`config.mk`:
```
export PLATFORM = sky130hd
export DESIGN_NAME = clock_step_ctrl
export DESIGN_NICKNAME = d
export VERILOG_FILES = /design/src/rtl/clock_step_ctrl_pkg.sv /design/src/rtl/clock_step_ctrl_period_counter.sv /design/src/rtl/clock_step_ctrl.sv
export SDC_FILE = /design/constraint.sdc
export NUM_CORES = 1
export LEC_CHECK = 0
export CAP_MARGIN = 20
export CORE_ASPECT_RATIO = 2
export CORE_MARGIN = 1
export CORE_UTILIZATION = 30
export CTS_BUF_LIST = sky130_fd_sc_hd__clkbuf_8 sky130_fd_sc_hd__clkbuf_16
export DETAILED_ROUTE_END_ITERATION = 8
export HOLD_SLACK_MARGIN = 0.02
export PLACE_DENSITY = 0.5
export SETUP_SLACK_MARGIN = 0.02
export SKIP_CTS_REPAIR_TIMING = 1
export SYNTH_ARGS = -nofsm -noshare
export SYNTH_HDL_FRONTEND = slang
export SYNTH_HIERARCHICAL = 1
export SYNTH_SLANG_ARGS = --single-unit
```
`constraint.sdc`:
```
create_clock -name clk -period 10.6 [get_ports clk]
set_input_delay 1.06 -clock clk [delete_from_list [all_inputs] [get_ports clk]]
set_output_delay 1.06 -clock clk [all_outputs]
set_load 0.005 [all_outputs]
```
`src/rtl/clock_step_ctrl_pkg.sv`:
```
// Shared definitions for the run-control sequencer: state encoding and divisor limits.
package clock_step_ctrl_pkg;

  typedef enum logic [1:0] {
    ST_HALT  = 2'd0,
    ST_RUN   = 2'd1,
    ST_STEP  = 2'd2,
    ST_BURST = 2'd3
  } state_e;

  localparam int unsigned DEFAULT_DIV = 5;
  localparam int unsigned MIN_DIV     = 2;

endpackage

```
`src/rtl/clock_step_ctrl_period_counter.sv`:
```
// Programmable mod-div period counter; the divisor only changes when load is asserted,
// so the owner decides when a new divisor may take effect.
module period_counter #(
  parameter int unsigned CNT_W     = 16,
  parameter int unsigned RESET_DIV = 5
) (
  input  logic             clk,
  input  logic             reset,
  input  logic             en,
  input  logic [CNT_W-1:0] div_in,
  input  logic             load,
  output logic [CNT_W-1:0] cnt,
  output logic             last,
  output logic [CNT_W-1:0] div
);

  logic [CNT_W-1:0] cnt_q, cnt_d;
  logic [CNT_W-1:0] div_q;

  always_comb begin
    last  = en && (cnt_q == div_q - CNT_W'(1));
    cnt_d = (en && !last) ? cnt_q + CNT_W'(1) : '0;
  end

  always_ff @(posedge clk or posedge reset) begin
    if (reset) begin
      cnt_q <= '0;
      div_q <= CNT_W'(RESET_DIV);
    end else begin
      cnt_q <= cnt_d;
      if (load) div_q <= div_in;
    end
  end

  assign cnt = cnt_q;
  assign div = div_q;

endmodule

```
`src/rtl/clock_step_ctrl.sv`:
```
// Run-control sequencer for the processor clock divider: gates the divided clock and tick
// by run/step/burst/halt requests and applies divisor changes only at period boundaries.
module clock_step_ctrl #(
  parameter int unsigned CNT_W       = 16,
  parameter int unsigned DEFAULT_DIV = clock_step_ctrl_pkg::DEFAULT_DIV,
  parameter int unsigned BURST_W     = 8
) (
  input  logic               clk,
  input  logic               reset,
  input  logic               run_req,
  input  logic               step_req,
  input  logic               burst_req,
  input  logic [BURST_W-1:0] burst_len,
  input  logic               cpu_halt,
  input  logic               div_load,
  input  logic [CNT_W-1:0]   div_value,
  output logic               clock,
  output logic               tick,
  output logic               div_ack,
  output logic               div_err,
  output logic [1:0]         state,
  output logic [BURST_W-1:0] ticks_left
);

  import clock_step_ctrl_pkg::*;

  state_e             state_q, state_d;
  logic [BURST_W-1:0] ticks_q, ticks_d;
  logic               halt_pend_q, halt_pend_d;
  logic               pend_v_q, pend_v_d;
  logic [CNT_W-1:0]   pend_val_q, pend_val_d;
  logic               clock_q, clock_d;
  logic               tick_q, tick_d;
  logic               ack_q, ack_d;
  logic               err_q, err_d;

  logic               active_c, last_c, load_c, div_ok_c, go_halt_c;
  logic [CNT_W-1:0]   cnt_c, div_c, div_in_c, cnt_nxt_c, div_nxt_c;

  period_counter #(
    .CNT_W     (CNT_W),
    .RESET_DIV (DEFAULT_DIV)
  ) u_period_counter (
    .clk    (clk),
    .reset  (reset),
    .en     (active_c),
    .div_in (div_in_c),
    .load   (load_c),
    .cnt    (cnt_c),
    .last   (last_c),
    .div    (div_c)
  );

  always_comb begin
    state_d     = state_q;
    ticks_d     = ticks_q;
    halt_pend_d = halt_pend_q;
    pend_v_d    = pend_v_q;
    pend_val_d  = pend_val_q;
    load_c      = 1'b0;
    div_in_c    = div_value;
    go_halt_c   = 1'b0;
    active_c    = (state_q != ST_HALT);
    div_ok_c    = (div_value >= CNT_W'(MIN_DIV));
    err_d       = div_load && !div_ok_c;

    // Divisor: immediate in HALT, otherwise held pending until the boundary.
    if (!active_c) begin
      load_c = div_load && div_ok_c;
    end else if (last_c) begin
      pend_v_d = 1'b0;
      if (div_load && div_ok_c) begin
        load_c = 1'b1;
      end else if (pend_v_q) begin
        load_c   = 1'b1;
        div_in_c = pend_val_q;
      end
    end else if (div_load && div_ok_c) begin
      pend_v_d   = 1'b1;
      pend_val_d = div_value;
    end
    ack_d = load_c;

    unique case (state_q)
      ST_HALT: begin
        halt_pend_d = 1'b0;
        if (!cpu_halt) begin
          if (run_req) begin
            state_d = ST_RUN;
          end else if (burst_req && (burst_len != '0)) begin
            state_d = ST_BURST;
            ticks_d = burst_len;
          end else if (step_req) begin
            state_d = ST_STEP;
          end
        end
      end
      ST_RUN:  go_halt_c = !run_req;
      ST_STEP: go_halt_c = 1'b1;
      ST_BURST: begin
        if (last_c) ticks_d = ticks_q - BURST_W'(1);
        go_halt_c = (ticks_q == BURST_W'(1));
      end
      default: state_d = ST_HALT;
    endcase

    // Active periods always run to their boundary; a halt request only lands there.
    if (active_c) begin
      if (last_c) begin
        halt_pend_d = 1'b0;
        if (go_halt_c || halt_pend_q || cpu_halt) begin
          state_d = ST_HALT;
          ticks_d = '0;
        end
      end else begin
        halt_pend_d = halt_pend_q | cpu_halt;
      end
    end

    cnt_nxt_c = (active_c && !last_c) ? cnt_c + CNT_W'(1) : '0;
    div_nxt_c = load_c ? div_in_c : div_c;
    clock_d   = (state_d != ST_HALT) && (cnt_nxt_c < (div_nxt_c >> 1));
    tick_d    = (state_d != ST_HALT) && (cnt_nxt_c == div_nxt_c - CNT_W'(1));
  end

  always_ff @(posedge clk or posedge reset) begin
    if (reset) begin
      state_q     <= ST_HALT;
      ticks_q     <= '0;
      halt_pend_q <= 1'b0;
      pend_v_q    <= 1'b0;
      pend_val_q  <= '0;
      clock_q     <= 1'b0;
      tick_q      <= 1'b0;
      ack_q       <= 1'b0;
      err_q       <= 1'b0;
    end else begin
      state_q     <= state_d;
      ticks_q     <= ticks_d;
      halt_pend_q <= halt_pend_d;
      pend_v_q    <= pend_v_d;
      pend_val_q  <= pend_val_d;
      clock_q     <= clock_d;
      tick_q      <= tick_d;
      ack_q       <= ack_d;
      err_q       <= err_d;
    end
  end

  assign clock      = clock_q;
  assign tick       = tick_q;
  assign div_ack    = ack_q;
  assign div_err    = err_q;
  assign state      = state_q;
  assign ticks_left = ticks_q;

endmodule

```
# [Yosys cells after proc, flatten, opt, wreduce, memory -nomap -nowiden]
# Index checks and enable logic that the tools add are counted.
[classes] eq_ne=6 n_reduce_logical=20 n_addsub=4 order_cmp=2 bitwise=2 muxes=32
[op_table] cell="two-way mux 16 bit" count=6
[op_table] cell="two-way mux 8 bit" count=7
[op_table] cell="== test 16 bit" count=2
[op_table] cell="subtractor 16 x 1 -> 16 bit (second input constant)" count=2
[op_table] cell="adder 16 x 1 -> 16 bit (second input constant)" count=1
[op_table] cell=">= comparator 16 x 2 -> 1 bit (second input constant)" count=1
[op_table] cell="less-than comparator 16 x 15 -> 1 bit" count=1
[op_table] cell="two-way mux 2 bit" count=8
[op_table] cell="one-hot mux 8 bit (2 select lines)" count=1
[op_table] cell="two-way mux 1 bit" count=9
[op_table] cell="== test 8 x 1 -> 1 bit (second input constant)" count=1
[op_table] cell="nonzero test 2 bit" count=4
[op_table] cell="nonzero test 8 bit" count=1
[op_table] cell="subtractor 8 x 1 -> 8 bit (second input constant)" count=1
[op_table] cell="logical AND 1 bit" count=7
[op_table] cell="== test 2 bit (second input constant)" count=2
[op_table] cell="logical NOT 1 bit" count=3
[op_table] cell="one-hot mux 1 bit (3 select lines)" count=1
[op_table] cell="AND reduction 3 bit" count=1
[op_table] cell="== test 2 x 1 -> 1 bit (second input constant)" count=1
[op_table] cell="logical NOT 2 bit" count=1
[op_table] cell="logical OR 1 bit" count=2
[op_table] cell="AND reduction 2 bit" count=1
[op_table] cell="inverter 1 bit" count=1
[op_table] cell="OR 1 bit" count=1
[totals] elab_cells=77 in_bits=31 regBits=64 output_inout_bits=14

# [Depth between registers and ports, before layout]
[depth] word_depth=11 mapped_depth=24 mapped_depth_nobuf=22

# [Hierarchy]
# The synthesis kept the hierarchy.
[by_module_without_submodules] module="clock_step_ctrl" seq_area_each_um2=800.8 instances=1 area_per_inst_um2=3623.5 cells_per_inst=455
[by_module_without_submodules] module="period_counter" seq_area_each_um2=803.3 instances=1 area_per_inst_um2=1910.6 cells_per_inst=196

# [Worst setup path after synthesis]
# No wires, ideal clock.
[synth_timing] path_type="register -> register" from="register u_period_counter.div_q[1] (netlist: u_period_counter/div[1])" to="register tick_q (netlist: tick)" arrival_ns=5.290 t_required_ns=10.532 path_slack_ns=5.242 path_buffers=2 path_stages_with_launch=25 synth_period_minus_slack_ns=5.358 setup_time_ns=0.068 path_cell_list="dfrtp_1 -> inv_1 -> ha_1 -> or4b_4 -> or4_1 -> nand3_1 -> o211ai_2 -> nor4_1 -> and2_1 -> and3b_1 -> buf_2 -> o21ai_1 -> clkbuf_1 -> o22a_1 -> o21ai_0 -> ha_1 -> o211a_1 -> o21ai_0 -> nand2_1 -> nand2_1 -> or4_1 -> a221oi_1 -> nand4_1 -> a2111oi_0 -> and4_1"
[synth_via] elab_chain_len=9 elab_cells_between_ends=17 cone_classes="add/sub (2); eq/ne (2); mux (8); reduce/logical (5)"
[synth_lines] element="start: declaration" line="clock_step_ctrl_period_counter.sv:18" source="logic [CNT_W-1:0] div_q;"
[synth_lines] element="start signal: assignment" line="clock_step_ctrl_period_counter.sv:28" source="div_q <= CNT_W'(RESET_DIV);"
[synth_lines] element="start signal: assignment" line="clock_step_ctrl_period_counter.sv:31" source="if (load) div_q <= div_in;"
[synth_lines] element="subtractor 16 x 1 -> 16 bit (*)" line="clock_step_ctrl_period_counter.sv:21" source="last = en && (cnt_q == div_q - CNT_W'(1));"
[synth_lines] element="== test 16 bit (*)" line="clock_step_ctrl_period_counter.sv:21"
[synth_lines] element="logical AND 1 bit (*)" line="clock_step_ctrl_period_counter.sv:21"
[synth_lines] element="named net last_c" line="clock_step_ctrl.sv:37" source="logic active_c, last_c, load_c, div_ok_c, go_halt_c;"
[synth_lines] element="two-way mux 16 bit or two-way mux 1 bit (tied branches)" line="clock_step_ctrl.sv:70" source="end else if (last_c) begin"
[synth_lines] element="two-way mux 16 bit or two-way mux 1 bit (tied branches)" line="clock_step_ctrl.sv:68" source="if (!active_c) begin"
[synth_lines] element="two-way mux 16 bit"
[synth_lines] element="subtractor 16 x 1 -> 16 bit" line="clock_step_ctrl.sv:123" source="tick_d = (state_d != ST_HALT) && (cnt_nxt_c == div_nxt_c - CNT_W'(1));"
[synth_lines] element="== test 16 bit" line="clock_step_ctrl.sv:123"
[synth_lines] element="logical AND 1 bit (*)" line="clock_step_ctrl.sv:123"
[synth_lines] element="named net tick_d" line="clock_step_ctrl.sv:33" source="logic tick_q, tick_d;"
[synth_lines] element="end signal: assignment" line="clock_step_ctrl.sv:144" source="tick_q <= tick_d;"
[synth_lines] element="end: declaration" line="clock_step_ctrl.sv:33"
# The timed path passes the listed nets; every way through them passes the cells marked *.
# A chain may end at the register's enable or synchronous reset.

# [Final worst setup path]
# Same ends and word-level chain as after synthesis.

==> results.toml <==
[detailed_routing]
num_vias = 5319
firstDrtPassIters = 5
wl_per_cell_um = 21.1
drt-initial-drc-count = 332
vias_per_cell = 5.86
drt_wl_total_um = 19100
ant_nets = 0
drc = 0

[synth]
syn_inst = 651
yosysWarnings = 6
synthTopCellsByArea = "dfrtp_1, mux2_2, xnor2_1"
syn-cell-area_um2 = 5530
synth_edf_count = 0
synth_top_cell_by_area = "dfrtp_1"
synth_async_sr_flop_share = 1.00
synth_top_area_frac = 0.280
synth.distinct_cells = 73
synth_area_per_cell_um2 = 8.50
ys_seq_elements = 64
synth_top_flop_cell = "dfrtp_1"
syn_nets = 706
yosysSeqAreaShare = 0.290

[place]
io_buffers = 44
gp_congestion = 0.907
dp_worst_setup_slack_ns = 4.21
dpl_cell_area_um2 = 6170
dpl.cell_count = 891
hpwlAfterDp_um = 15000

[global_routing]
grt_pass1_vias = 5534
track_usage = 0.206
grt_max_degree = 43
antenna_found_initial = 0
overflow = 0
grt_pass1_wl_um = 29900

[pwr]
clkPwrFrac = 0.176
p_per_area_nw_per_um2 = 248
sw_frac_of_total = 0.468
p_int_mw = 0.853
sequentialPowerShare = 0.299
share_comb_of_total_power = 0.525
p_sw_mw = 0.749
p_leak_nw = 2.60
ir_drop_mv = 0.124
finalPower_mw = 1.60

[cells_and_area]
area_growth_pct = 16.5
final_area_um2 = 6450
layout.cells.non_filler = 907
multi_input_area_um2 = 3700
drive_above_1_share = 0.111
final_common_cell = "nand2_1"
fillers = 1820
diodes = 0
utilization = 0.361
nets = 744
final_cell_mix = "nand2_1, nor2_1, dfrtp_1"
seq_area_um2 = 1600

[cts]
cts_tree = "yes"
clk_latency_ns = 0.34
numCtsBuffers = 9
cts_buffer_depth = 2
root_buffer = "clkbuf_16"
numClockSinks = 64
htree_levels = 3
clk_pin_slew_ns = 0.06

[worst_setup_path]
r2r_cells = 22
timing.rr.start = "u_period_counter/div[1]"
rrSetupSlack_ns = 3.98
path_cells = "inv_1 > ha_1 > nor4b_1 > a31oi_1 > o32a_1 > a21oi_1 > nor4_1 > and2_1 > o21ai_1 > o21ai_4 > buf_4 > o221a_2 > inv_1 > ha_1 > o211a_1 > o21ai_0 > a221oi_1 > nand2_1 > o22ai_1 > a21oi_1 > a2111oi_0 > and4_1"
path_max_fanout = 42
required_ns = 10.87
slowest_stage = "a221oi_1"
cpPeakStageDelay_ns = 0.84
cp_num_buf_inv = 3
path_class = "register to register"
cp-end-kind = "register"
timing.rr.end = "tick"
worstSetupStartpointType = "register"
arrival_ns = 6.90
cp_top_family = "compound AO/OA/AOI/OAI gates"

[die]
dieWidth_um = 98.0
die_h_um = 194
core_region_area_um2 = 17900
dieArea_um2 = 19000
ios = 45
initial_core_util = 0.310
rows = 69

[timing]
setup_slack_ns = 3.98
slew_viol_final = 0
grt_setup_unrepaired = "no"
fmax_mhz = 151
finalCriticalPeriod_ns = 6.62
period_share = 0.625
skew_ns = 0.00907
setup_viol = 0
relSlewSlack = 0.339
hold_slack_ns = 0.489
finalHoldViolCount = 0
setup_tns_ns = 0
tightest_slew_ns = 0.988

[job]
cap_violations = 0

[worst_hold_path]
hp-class = "register to register"
holdPathEnd = "pend_val_q[7]"
min_path_cells = 2
min_from = "pend_val_q[7]"

[run_status]
status = "finished clean"
[per-layer routing]
metal	vias to the layer above	track usage	part of all wire
li1	2489	-	-
met1	2583	0.196	0.35
met2	180	0.374	0.52
met3	67	0.0267	0.033
met4	0	0.192	0.096
met5	-	0	0
[logic make-up after synthesis]
| logic type | after synthesis | share of synthesized area |
|---|---|---|
| buf+inv | 55 | 0.0421 |
| compound gates | 132 | 0.171 |
| fa+ha+maj | 24 | 0.0543 |
| flops | 64 | 0.290 |
| xor+xnor | 55 | 0.0870 |
| mux | 47 | 0.0997 |
| simple gates | 274 | 0.256 |
[synth_stat cells (14+ instances only)]
library cell  count
nor3_1           21
clkbuf_1         16
xor2_1           19
mux2_2           35
dfrtp_1          62
xnor2_1          36
nor2_1           64
o21ai_0          29
nor4_1           14
nand2_1          67
a21oi_1          20
or3_1            18
ha_1             24
nand3_1          22
inv_1            32
[worst min-delay path, cell delays in order, from the launching register on]
cell,delay (ns)
dfrtp_1,0.34
nand2_1,0.05
o21ai_0,0.06
[sequential cells by signal (all words and copies together) (netlist names), 2 cells and up]
signal                flops
pend_val_q               16
state                     2
u_period_counter/div     16
ticks_left                8
u_period_counter/cnt     16
[worst max-delay path by stage]
stage | startpoint | endpoint | slack [ns] | cells after the start
2_1_floorplan | u_period_counter/div[1] | tick | 5.24 | 24
3_3_place_gp | u_period_counter/div[5] | tick | 4.49 | 20
5_1_grt | u_period_counter/div[1] | tick | 3.52 | 23
6_report | u_period_counter/div[1] | tick | 3.98 | 22
3_5_place_dp | u_period_counter/div[1] | tick | 4.21 | 23
4_1_cts | u_period_counter/div[1] | tick | 4.21 | 23
[area by class of cell]
cell class                      instances  area share
Sequential cell                        64       0.249
Clock buffer                           10      0.0371
Multi-Input combinational cell        532       0.573
Timing Repair Buffer                   50      0.0753
Tap cell                              213      0.0413
Inverter                               32      0.0186
Clock inverter                          6     0.00582
[power groups by stage]
stage          clock network (mW)  registers [mW]  logic [mW]
2_1_floorplan                   0           0.422       0.608
3_3_place_gp                    0           0.477       0.822
3_5_place_dp                    0           0.480       0.836
4_1_cts                     0.289           0.477       0.841
5_1_grt                     0.297           0.494       0.915
6_report                    0.283           0.479       0.841
(Power assumes the default switching activity.)
